<file path="config.mk">
export PLATFORM = sky130hd
export DESIGN_NAME = ex_divider
export DESIGN_NICKNAME = d
export VERILOG_FILES = /design/src/rtl/ex_divider.sv
export SDC_FILE = /design/constraint.sdc
export NUM_CORES = 1
export LEC_CHECK = 0
export BUFFER_PORTS_ARGS = -buffer_cell sky130_fd_sc_hd__buf_2
export CORE_MARGIN = 3
export CORE_UTILIZATION = 61
export DETAILED_ROUTE_END_ITERATION = 10
export HOLD_SLACK_MARGIN = 0.05
export PLACE_DENSITY = 0.82
export SKIP_CTS_REPAIR_TIMING = 1
export SYNTH_ARGS = -nofsm -noshare
export SYNTH_HDL_FRONTEND = slang
export SYNTH_SLANG_ARGS = --single-unit
export TNS_END_PERCENT = 50
</file>
<file path="constraint.sdc">
create_clock -name clk -period 5.95 [get_ports clk]
set_input_delay 0.2975 -clock clk [delete_from_list [all_inputs] [get_ports clk]]
set_output_delay 0.2975 -clock clk [all_outputs]
set_load 0.02 [all_outputs]
</file>
<file path="src/rtl/ex_divider.sv">
// Iterative radix-2 restoring divider for the EX stage: DIV/DIVU/REM/REMU.
// Holds the pipeline via ex_req.stall_req until the result is final.
package ex_divider_pkg;

    typedef struct packed {
        logic       stall_req;
        logic [3:0] flush_req;
    } pipe_request_t;

    typedef enum logic [1:0] {
        OP_DIV  = 2'd0,
        OP_DIVU = 2'd1,
        OP_REM  = 2'd2,
        OP_REMU = 2'd3
    } div_op_e;

endpackage

module ex_divider
    import ex_divider_pkg::*;
#(
    parameter int XLEN = 32
) (
    input  logic            clk,
    input  logic            rst,
    input  logic            start,
    input  logic [1:0]      op,
    input  logic [XLEN-1:0] rs1,
    input  logic [XLEN-1:0] rs2,
    input  logic            flush,
    input  logic            ma_stall,
    output pipe_request_t   ex_req,
    output logic [XLEN-1:0] result,
    output logic            result_valid
);

    localparam int CW = $clog2(XLEN);
    localparam logic [CW-1:0] LAST = CW'(XLEN - 1);
    localparam logic [XLEN-1:0] MIN_NEG = {1'b1, {(XLEN-1){1'b0}}};

    typedef enum logic [1:0] {
        IDLE,
        BUSY,
        DONE
    } state_e;

    state_e          state, state_next;
    logic [CW-1:0]   cnt;

    logic [XLEN-1:0] quo;
    logic [XLEN-1:0] rem;
    logic [XLEN-1:0] dvs;
    logic            neg_q;
    logic            neg_r;
    logic            is_rem;
    logic [XLEN-1:0] result_q;

    // Operand decode in IDLE: sign handling and the two single-cycle cases.
    logic            is_signed;
    logic            rs1_neg;
    logic            rs2_neg;
    logic [XLEN-1:0] rs1_mag;
    logic [XLEN-1:0] rs2_mag;
    logic            div_zero;
    logic            overflow;
    logic            special;
    logic [XLEN-1:0] special_result;
    logic            accept;

    assign is_signed = ~op[0];
    assign rs1_neg   = is_signed & rs1[XLEN-1];
    assign rs2_neg   = is_signed & rs2[XLEN-1];
    // Negating -2^(XLEN-1) yields the same bit pattern, which is its correct unsigned magnitude.
    assign rs1_mag   = rs1_neg ? -rs1 : rs1;
    assign rs2_mag   = rs2_neg ? -rs2 : rs2;
    assign div_zero  = (rs2 == '0);
    assign overflow  = is_signed & (rs1 == MIN_NEG) & (&rs2);
    assign special   = div_zero | overflow;
    assign accept    = (state == IDLE) && start && !flush;

    always_comb begin
        if (div_zero) begin
            special_result = op[1] ? rs1 : '1;
        end else begin
            special_result = op[1] ? '0 : MIN_NEG;
        end
    end

    // One restoring step: shift the next dividend bit into the partial remainder.
    logic [XLEN:0]   shifted;
    logic [XLEN:0]   diff;
    logic            take;
    logic [XLEN-1:0] rem_step;
    logic [XLEN-1:0] quo_step;
    logic [XLEN-1:0] final_result;

    assign shifted  = {rem, quo[XLEN-1]};
    assign diff     = shifted - {1'b0, dvs};
    assign take     = ~diff[XLEN];
    assign rem_step = take ? diff[XLEN-1:0] : shifted[XLEN-1:0];
    assign quo_step = {quo[XLEN-2:0], take};

    always_comb begin
        if (is_rem) begin
            final_result = neg_r ? -rem_step : rem_step;
        end else begin
            final_result = neg_q ? -quo_step : quo_step;
        end
    end

    always_comb begin
        // NOTE: every combinational output gets a default first so no path leaves it unassigned (no latch).
        state_next = state;
        case (state)
            IDLE: if (accept) state_next = special ? DONE : BUSY;
            BUSY: if (cnt == LAST) state_next = DONE;
            DONE: if (!ma_stall) state_next = IDLE;
            default: state_next = IDLE;
        endcase
        if (flush) begin
            state_next = IDLE;
        end
    end

    always_ff @(posedge clk) begin
        if (rst) begin
            state <= IDLE;
            cnt   <= '0;
        end else begin
            state <= state_next;
            cnt   <= (state == BUSY) ? cnt + 1'b1 : '0;
        end
    end

    // NOTE: datapath registers carry no reset; control state alone decides when they are meaningful.
    always_ff @(posedge clk) begin
        if (accept) begin
            quo    <= rs1_mag;
            rem    <= '0;
            dvs    <= rs2_mag;
            neg_q  <= rs1_neg ^ rs2_neg;
            neg_r  <= rs1_neg;
            is_rem <= op[1];
            if (special) begin
                result_q <= special_result;
            end
        end else if (state == BUSY) begin
            quo <= quo_step;
            rem <= rem_step;
            if (cnt == LAST) begin
                result_q <= final_result;
            end
        end
    end

    assign result_valid     = (state == DONE);
    assign result           = result_q;
    assign ex_req.stall_req = !rst && !flush && (((state == IDLE) && start) || (state == BUSY));
    assign ex_req.flush_req = '0;

endmodule

</file>
# After elaboration in Yosys (flattened, before gate mapping)
# Index checks and enable logic that the tools add are counted.
[totals]
regBits = 138
word_cells = 68
input_bits = 71
out_inout_bits = 38
[op_classes]
n_eq_ne = 8
add_sub_neg = 6
mux = 20
n_bitwise = 9
reduce_logical = 16
[op_table]
columns = ["operator", "count"]
rows = [
  ["32-bit 2-to-1 mux", 15],
  ["32-bit negator", 4],
  ["33-bit by 32-bit subtractor with 33-bit output", 1],
  ["32-bit == test (second input constant)", 1],
  ["32-bit zero test", 1],
  ["32-bit AND reduction", 1],
  ["2-bit 2-to-1 mux", 4],
  ["2-bit inequality test (second input constant)", 4],
  ["2-bit case mux with 3 select lines", 1],
  ["3-bit AND reduction", 2],
  ["5-bit by 1-bit adder with 5-bit output (second input constant)", 1],
  ["5-bit == test (second input constant)", 1],
  ["1-bit AND", 4],
  ["1-bit logical AND", 4],
  ["2-bit nonzero test", 2],
  ["2-bit OR reduction", 2],
  ["1-bit NOT", 3],
  ["2-bit by 1-bit == test with 1-bit output (second input constant)", 1],
  ["2-bit == test (second input constant)", 1],
  ["1-bit zero test", 2],
  ["2-bit zero test", 1],
  ["1-bit logical OR", 1],
  ["1-bit bitwise OR", 1],
  ["1-bit XOR", 1],
]

# Logic depth before layout (Yosys ltp)
# Gate-level depths: netlist (run 1).
[depth]
ltp_word = 8
ltp_mapped = 24
ltp_nobuf = 22

# Worst setup path before layout (run 1)
# No wires, ideal clock.
[synth_path]
path_type = "reg2reg"
start = "register quo[31]"
end = "register result_q[26] (netlist: result[26]), data pin"
period_less_slack_ns = 4.920
path_stages_with_launch = 21
setup_ns = 0.275
t_arrival_ns = 4.646
t_required_ns = 5.675
path_buffers = 2
setup_slack_ns = 1.030
path_cell_list = "edfxtp_1 inv_1 ha_1 inv_1 fa_1 a211oi_2 o211ai_2 a211oi_2 nor3_4 o21a_2 nor2_4 buf_2 buf_2 mux2i_1 ha_1 inv_1 a21o_1 or4_4 o41ai_2 xnor2_1 o221ai_1"
[synth_between]
elab_chain_cells = 8
elab_cells_between_ends = 11
cone_classes = "3 x add/sub; 7 x mux; 1 x bitwise"
[synth_lines]
columns = ["element", "line_no", "text"]
rows = [
  ["from (decl)", "50", "logic [XLEN-1:0] quo;"],
  ["from (signal assigned)", "138", "quo <= rs1_mag;"],
  ["from (signal assigned)", "148", "quo <= quo_step;"],
  ["33-bit by 32-bit subtractor with 33-bit output", "98", "assign diff = shifted - {1'b0, dvs};"],
  ["32-bit 2-to-1 mux or 1-bit NOT (tied branches)", "100, 99", ""],
  ["32-bit negator, on equally long branches", "105, 107", ""],
  ["32-bit 2-to-1 mux, on equally long branches", "105, 107", ""],
  ["32-bit 2-to-1 mux *", "104", "if (is_rem) begin"],
  ["32-bit 2-to-1 mux *", "150", "if (cnt == LAST) begin"],
  ["32-bit 2-to-1 mux *", "147", "end else if (state == BUSY) begin"],
  ["32-bit 2-to-1 mux *", "137", "if (accept) begin"],
  ["to (signal assigned)", "145", "result_q <= special_result;"],
  ["to (signal assigned)", "151", "result_q <= final_result;"],
  ["to (decl)", "56", "logic [XLEN-1:0] result_q;"],
]
# Mark *: on every way between the ends. The rest lies on a longest branch, timed or not. The select of a mux whose other input is x is not followed.
# A chain may end at the register's enable or synchronous reset.

# Worst setup path in the final report (run 1)
[layout_path]
start = "register rem[22]"
end = "register result_q[26] (netlist: result[26]), data pin"
[layout_between]
elab_chain_cells = 8
elab_cells_between_ends = 11
cone_classes = "3 x add/sub; 7 x mux; 1 x bitwise"
[layout_lines]
columns = ["element", "line_no", "text"]
rows = [
  ["from (decl)", "51", "logic [XLEN-1:0] rem;"],
  ["from (signal assigned)", "149", "rem <= rem_step;"],
  ["33-bit by 32-bit subtractor with 33-bit output", "98", ""],
  ["32-bit 2-to-1 mux or 1-bit NOT (tied branches)", "100, 99", ""],
  ["32-bit negator, on equally long branches", "105, 107", ""],
  ["32-bit 2-to-1 mux, on equally long branches", "105, 107", ""],
  ["32-bit 2-to-1 mux *", "104", ""],
  ["32-bit 2-to-1 mux *", "150", ""],
  ["32-bit 2-to-1 mux *", "147", ""],
  ["32-bit 2-to-1 mux *", "137", ""],
]
# Marks and branches as above.

==> metrics.csv, run 1 <==
stage,metric,value,unit
sta,Slew Limit Fails,0,
clock_tree,Clock Tree Buf Depth,2,
global_route,first-pass GRT wire length,50000,um
global_route,vias in the first global route,9768,
synthesis,Syn Inst Count,1307,
floorplanning,row cnt,48,
clock_tree,Sink Count,138,
drt,vias,10500,
placed_design,Routability Congestion,0.955,
setup_path,crit path from,rem[22],
clock_tree,clk_lat worst skew,0.43,ns
synthesis,"Seq/Total Area, Yosys",0.342,
global_route,largest net degree at the start of global routing,70,
sta,final hold violation count,0,
placed_design,# port buffers,104,
synthesis,ys async rst share,0,
synthesis,Main synth FF type,edfxtp_1,
drt,DR pass1 iterations,6,
power_and_ir_drop,Peak VDD IR,0.000278,V
placed_design,post-DP HPWL,23800,um
power_and_ir_drop,Pleak,4.68,nW
sta,f_max,197,MHz
layout,register area,0.00375,mm^2
clock_tree,CTS tree,built,
synthesis,mean post-synth cell area,8.39,um^2
floorplanning,chip height,140,um
setup_path,WP data arrival,5.21,ns
drt,DR vias/cell,6.53,
layout,diode count,0,
synthesis,largest area contributor in the netlist,edfxtp_1,
synthesis,Synth cell types,85,
setup_path,Startpoint Class,flip-flop,
sta,Final Skew,0.0114,ns
global_route,initial antenna violation count,0,
setup_path,Reg2Reg Setup Slack,0.88,ns
setup_path,worst endpoint required time,6.09,ns
drt,DRT iter0 DRCs,1157,
floorplanning,Die X,140,um
sta,Tcrit/Tclk final,0.852,
layout,multi-input logic area,0.00668,mm^2
synthesis,synth top area cells,"edfxtp_1 (27%), o21ai_0 (7.3%), dfxtp_1 (7.1%)",
drt,WL/cell,19.7,um
synthesis,Post-Synthesis Cell Area,0.0110,mm^2
worst_hold_path,hold path start,flush,
clock_tree,H-tree Lvls,4,
global_route,grt ovf,0,
floorplanning,die area,0.0196,mm^2
layout,"most common cell after layout, fill and taps aside",o21ai_0,
synthesis,post-synth top area share,0.271,
clock_tree,CTS buffer count,17,
placed_design,DP Area,0.0116,mm^2
sta,Slew @ Worst Pin,1.10,ns
clock_tree,Clock Root Buffer,clkbuf_16,
floorplanning,Core Box Area,0.0175,mm^2
setup_path,Worst R2R Start,rem[22],
floorplanning,Top Ports,109,
power_and_ir_drop,total power,4.27,mW
power_and_ir_drop,Power Dens Cells,351,mW/mm^2
setup_path,critical path class,reg -> reg,
synthesis,Seq cells post-synth,138,
status,outcome,finished clean,
drt,ANT nets after route,0,
sta,Min Hold Slack,0.0643,ns
setup_path,Worst setup EP type,flip-flop,
synthesis,number of synthesized flops with an enable pin,99,
global_route,gr usage total,0.316,
layout,most frequent cells in the layout,"o21ai_0 (160), nand2_1 (142), buf_2 (104)",
sta,unrepaired setup endpoints after global routing,false,
sta,Final min period,5.07,ns
sta,Setup Total Neg Slack,0,ns
sta,Rel. slew slack,0.262,
layout,post-route cell area,0.0122,mm^2
synthesis,yosys warns,0,
layout,area delta synth->final,10.9,%
floorplanning,Initial Util,0.628,
clock_tree,clock slew at reported path FFs,0.06,ns
job,maxcap violations,0,
layout,Layout fillers,1445,
setup_path,CP Max Fanout,34,
layout,layout cells sized above 1,0.127,
drt,Residual DRC,0,
layout,NumNets Final,1489,
drt,routed wire length,31800,um
worst_hold_path,Hold Crit Class,in -> reg,
sta,final setup fails,0,
power breakdown:
part / internal [mW] / leakage (nW) / switching, mW / total (mW)
clock network: 0.655 / 0.277 / 0.422 / 1.08
registers: 1.15 / 1.24 / 0.114 / 1.26
logic: 0.713 / 3.16 / 1.22 / 1.93
synth_stat cells (all sizes together), types with 3 or more instances:
cell type	instances
buf	23
or4	11
a221oi	6
edfxtp	99
o31ai	23
xnor2	87
and3	6
nor3	43
o41ai	15
a22o	4
inv	70
or2	3
ha	39
a211o	4
mux2i	24
dfxtp	39
a21o	11
o21a	7
nand3	18
o221ai	9
a211oi	15
and2	13
o211ai	14
nor4	19
a2111oi	5
nand4	26
clkbuf	44
a31o	3
xor2	49
o22ai	5
or3	15
nor2b	8
o2111ai	3
nor3b	6
a31oi	12
o21ai	166
nand2b	18
a21oi	96
nand2	142
nor2	73
final timing paths:
path / end / depth (start not counted)
max: result[26] / 18
min: state[1] / 2
max reg2reg: result[26] / 18
min reg2reg: cnt[0] / 1
kinds of logic (layout without fill, tap and decap cells):
family / after synthesis / count (layout) / synth area share
AO/OA/AOI/OAI: 421 / 421 / 0.243
flip-flops: 138 / 138 / 0.342
buffers and inverters: 137 / 218 / 0.0505
XOR/XNOR: 136 / 136 / 0.109
multiplexers: 24 / 24 / 0.0219
AND/OR/NAND/NOR: 410 / 410 / 0.187
adder cells (fa/ha/maj): 40 / 40 / 0.0463
other: 1 / 4 / 0.000342
layout make-up:
class,count,share of cell area
Inverter,70,0.0216
Timing Repair Buffer,116,0.0502
Multi-Input combinational cell,1035,0.549
Clock buffer,19,0.0356
Clock inverter,13,0.0124
Sequential cell,138,0.308
Tap cell,225,0.0231
worst max-delay path, stage by stage, from the launching register on:
cell and delay (ns):
dfxtp_1 0.36, ha_1 0.45, nand2_1 0.15, nor2_1 0.29, a21oi_1 0.14, o221ai_2 0.37
o21a_2 0.42, nor2_4 0.10, inv_2 0.07, buf_4 0.34, nor2_1 0.07, a21oi_1 0.24
ha_1 0.27, inv_1 0.10, a21o_1 0.17, or4_4 0.54, o41ai_2 0.40, xnor2_1 0.16
o221ai_1 0.13
metrics by stage:
step / utilization / setup WS (ns) / instances
after floorplan: - / 1.03 / 1310
after global placement: 0.663 / 1.13 / 1584
after detailed placement: 0.663 / 0.978 / 1584
after global routing: 0.696 / 0.507 / 1616
after CTS: 0.696 / 0.943 / 1616
final: 0.696 / 0.883 / 1616
routing by layer:
| metal | share of wire | routed length [um] | GRT usage |
|---|---|---|---|
| met3 | 0.083 | 2650 | 0.0584 |
| met1 | 0.41 | 13100 | 0.431 |
| met4 | 0.032 | 1010 | 0.109 |
| met2 | 0.47 | 15000 | 0.510 |
| met5 | 0 | 0 | 0 |
flip-flops by register name, indices dropped and copies added, names as in the netlist:
| signal | flops |
|---|---|
| neg_r | 1 |
| rem | 32 |
| cnt | 5 |
| neg_q | 1 |
| is_rem | 1 |
| state | 2 |
| quo | 32 |
| result | 32 |
| dvs | 32 |
No activity file was read; power rests on OpenSTA's default activity.
==> inputs of run 2 (changes only) <==
--- a/config.mk
+++ b/config.mk
@@ -10,7 +10,7 @@
 export CORE_UTILIZATION = 61
 export DETAILED_ROUTE_END_ITERATION = 10
 export HOLD_SLACK_MARGIN = 0.05
-export PLACE_DENSITY = 0.82
+export PLACE_DENSITY = 0.91
 export SKIP_CTS_REPAIR_TIMING = 1
 export SYNTH_ARGS = -nofsm -noshare
 export SYNTH_HDL_FRONTEND = slang
==> metrics.csv, run 2 (synthesis results as in run 1) <==
stage,metric,value,unit
status,outcome,finished clean,
setup_path,WP data arrival,5.44,ns
global_route,initial antenna violation count,0,
sta,final setup fails,0,
layout,diode count,0,
setup_path,CP top delay family,compound AO/OA/AOI/OAI gates,
sta,final setup margin,0.651,ns
power_and_ir_drop,Power Dens Cells,353,mW/mm^2
sta,Setup Total Neg Slack,0,ns
clock_tree,CTS tree,built,
floorplanning,die area,0.0196,mm^2
layout,most frequent cells in the layout,"o21ai_0 (160), nand2_1 (142), buf_2 (104)",
placed_design,Routability Congestion,1.00,
setup_path,"slowest stage cell, crit path",or4_4,
layout,area delta synth->final,10.7,%
setup_path,Startpoint Class,flip-flop,
layout,post-route cell area,0.0121,mm^2
layout,layout cells sized above 1,0.128,
drt,DR vias/cell,6.72,
power_and_ir_drop,total power,4.29,mW
drt,DRT iter0 DRCs,1544,
power_and_ir_drop,Pleak,4.67,nW
worst_hold_path,Hold Crit Class,in -> reg,
clock_tree,Clock Tree Buf Depth,2,
global_route,vias in the first global route,10100,
drt,DR pass1 iterations,6,
power_and_ir_drop,Peak VDD IR,0.000267,V
setup_path,crit path cell chain,inv_1 -> ha_1 -> inv_1 -> fa_1 -> a211oi_2 -> o211ai_2 -> a211oi_2 -> nor3_4 -> nor3_4 -> buf_4 -> nor2_4 -> inv_2 -> buf_4 -> nor2_1 -> a21oi_1 -> ha_1 -> inv_1 -> a21o_1 -> or4_4 -> o41ai_2 -> xnor2_1 -> o221ai_1,
setup_path,Worst setup EP type,flip-flop,
sta,Slew Limit Fails,0,
setup_path,CP Max Fanout,34,
layout,NumNets Final,1487,
placed_design,DP Area,0.0116,mm^2
setup_path,crit-path most repeated cell,inv_1,
drt,vias,10800,
layout,Layout fillers,1336,
global_route,gr usage total,0.322,
setup_path,critical path class,reg -> reg,
sta,Slew @ Worst Pin,1.24,ns
clock_tree,clock slew at reported path FFs,0.06,ns
layout,"most common cell after layout, fill and taps aside",o21ai_0,
sta,Rel. slew slack,0.170,
global_route,grt ovf,0,
drt,ANT nets after route,0,
sta,f_max,189,MHz
clock_tree,H-tree Lvls,4,
drt,Residual DRC,0,
floorplanning,chip height,140,um
clock_tree,Sink Count,138,
setup_path,Worst Path Buf+Inv,6,
job,maxcap violations,0,
placed_design,Placed Cells,1582,
layout,fin cells,1614,
global_route,first-pass GRT wire length,51300,um
sta,final hold violation count,0,
sta,unrepaired setup endpoints after global routing,false,
sta,Final min period,5.30,ns
setup_path,worst endpoint required time,6.09,ns
sta,Min Hold Slack,0.0553,ns
placed_design,# port buffers,104,
clock_tree,clk_lat worst skew,0.44,ns
clock_tree,Clock Root Buffer,clkbuf_16,
layout,fin util,0.695,
clock_tree,CTS buffer count,17,
sta,Final Skew,0.00996,ns
setup_path,largest stage delay on the critical path,0.54,ns
placed_design,post-DP HPWL,23400,um
floorplanning,Core Box Area,0.0175,mm^2
floorplanning,row cnt,48,
floorplanning,Top Ports,109,
placed_design,dpl ws,0.759,ns
global_route,largest net degree at the start of global routing,70,
drt,WL/cell,20.0,um
drt,routed wire length,32300,um
floorplanning,Initial Util,0.628,
sta,Tcrit/Tclk final,0.891,
floorplanning,Die X,140,um
run 2: routing by layer:
layer / track usage / vias up / wire [um]
met1: 0.411 / 4993 / 12300
met4: 0.153 / 0 / 1560
met2: 0.523 / 725 / 15100
met3: 0.0686 / 146 / 3240
li1: - / 4979 / -
met5: 0 / - / 0
run 2: worst paths after layout:
check	endpoint	slack, ns	depth (start not counted)	from
max reg2reg	result[26]	0.65	22	quo[31]
max	result[26]	0.65	22	quo[31]
min reg2reg	cnt[0]	0.46	1	cnt[0]
min	state[1]	0.06	2	flush
run 2: layout make-up:
cell class              instances  area [um^2]  area share
multi-input cells            1035         6680       0.549
flip-flops and latches        138         3750       0.309
repair buffers                114          596      0.0490
clock buffers                  20          468      0.0385
well taps                     225          282      0.0232
inverters                      70          263      0.0216
clock inverters                12          113     0.00927
run 2: power by group:
part | internal [mW] | switching, mW | leakage [nW]
registers | 1.15 | 0.123 | 1.24
clock network | 0.614 | 0.450 | 0.272
logic | 0.713 | 1.24 | 3.15
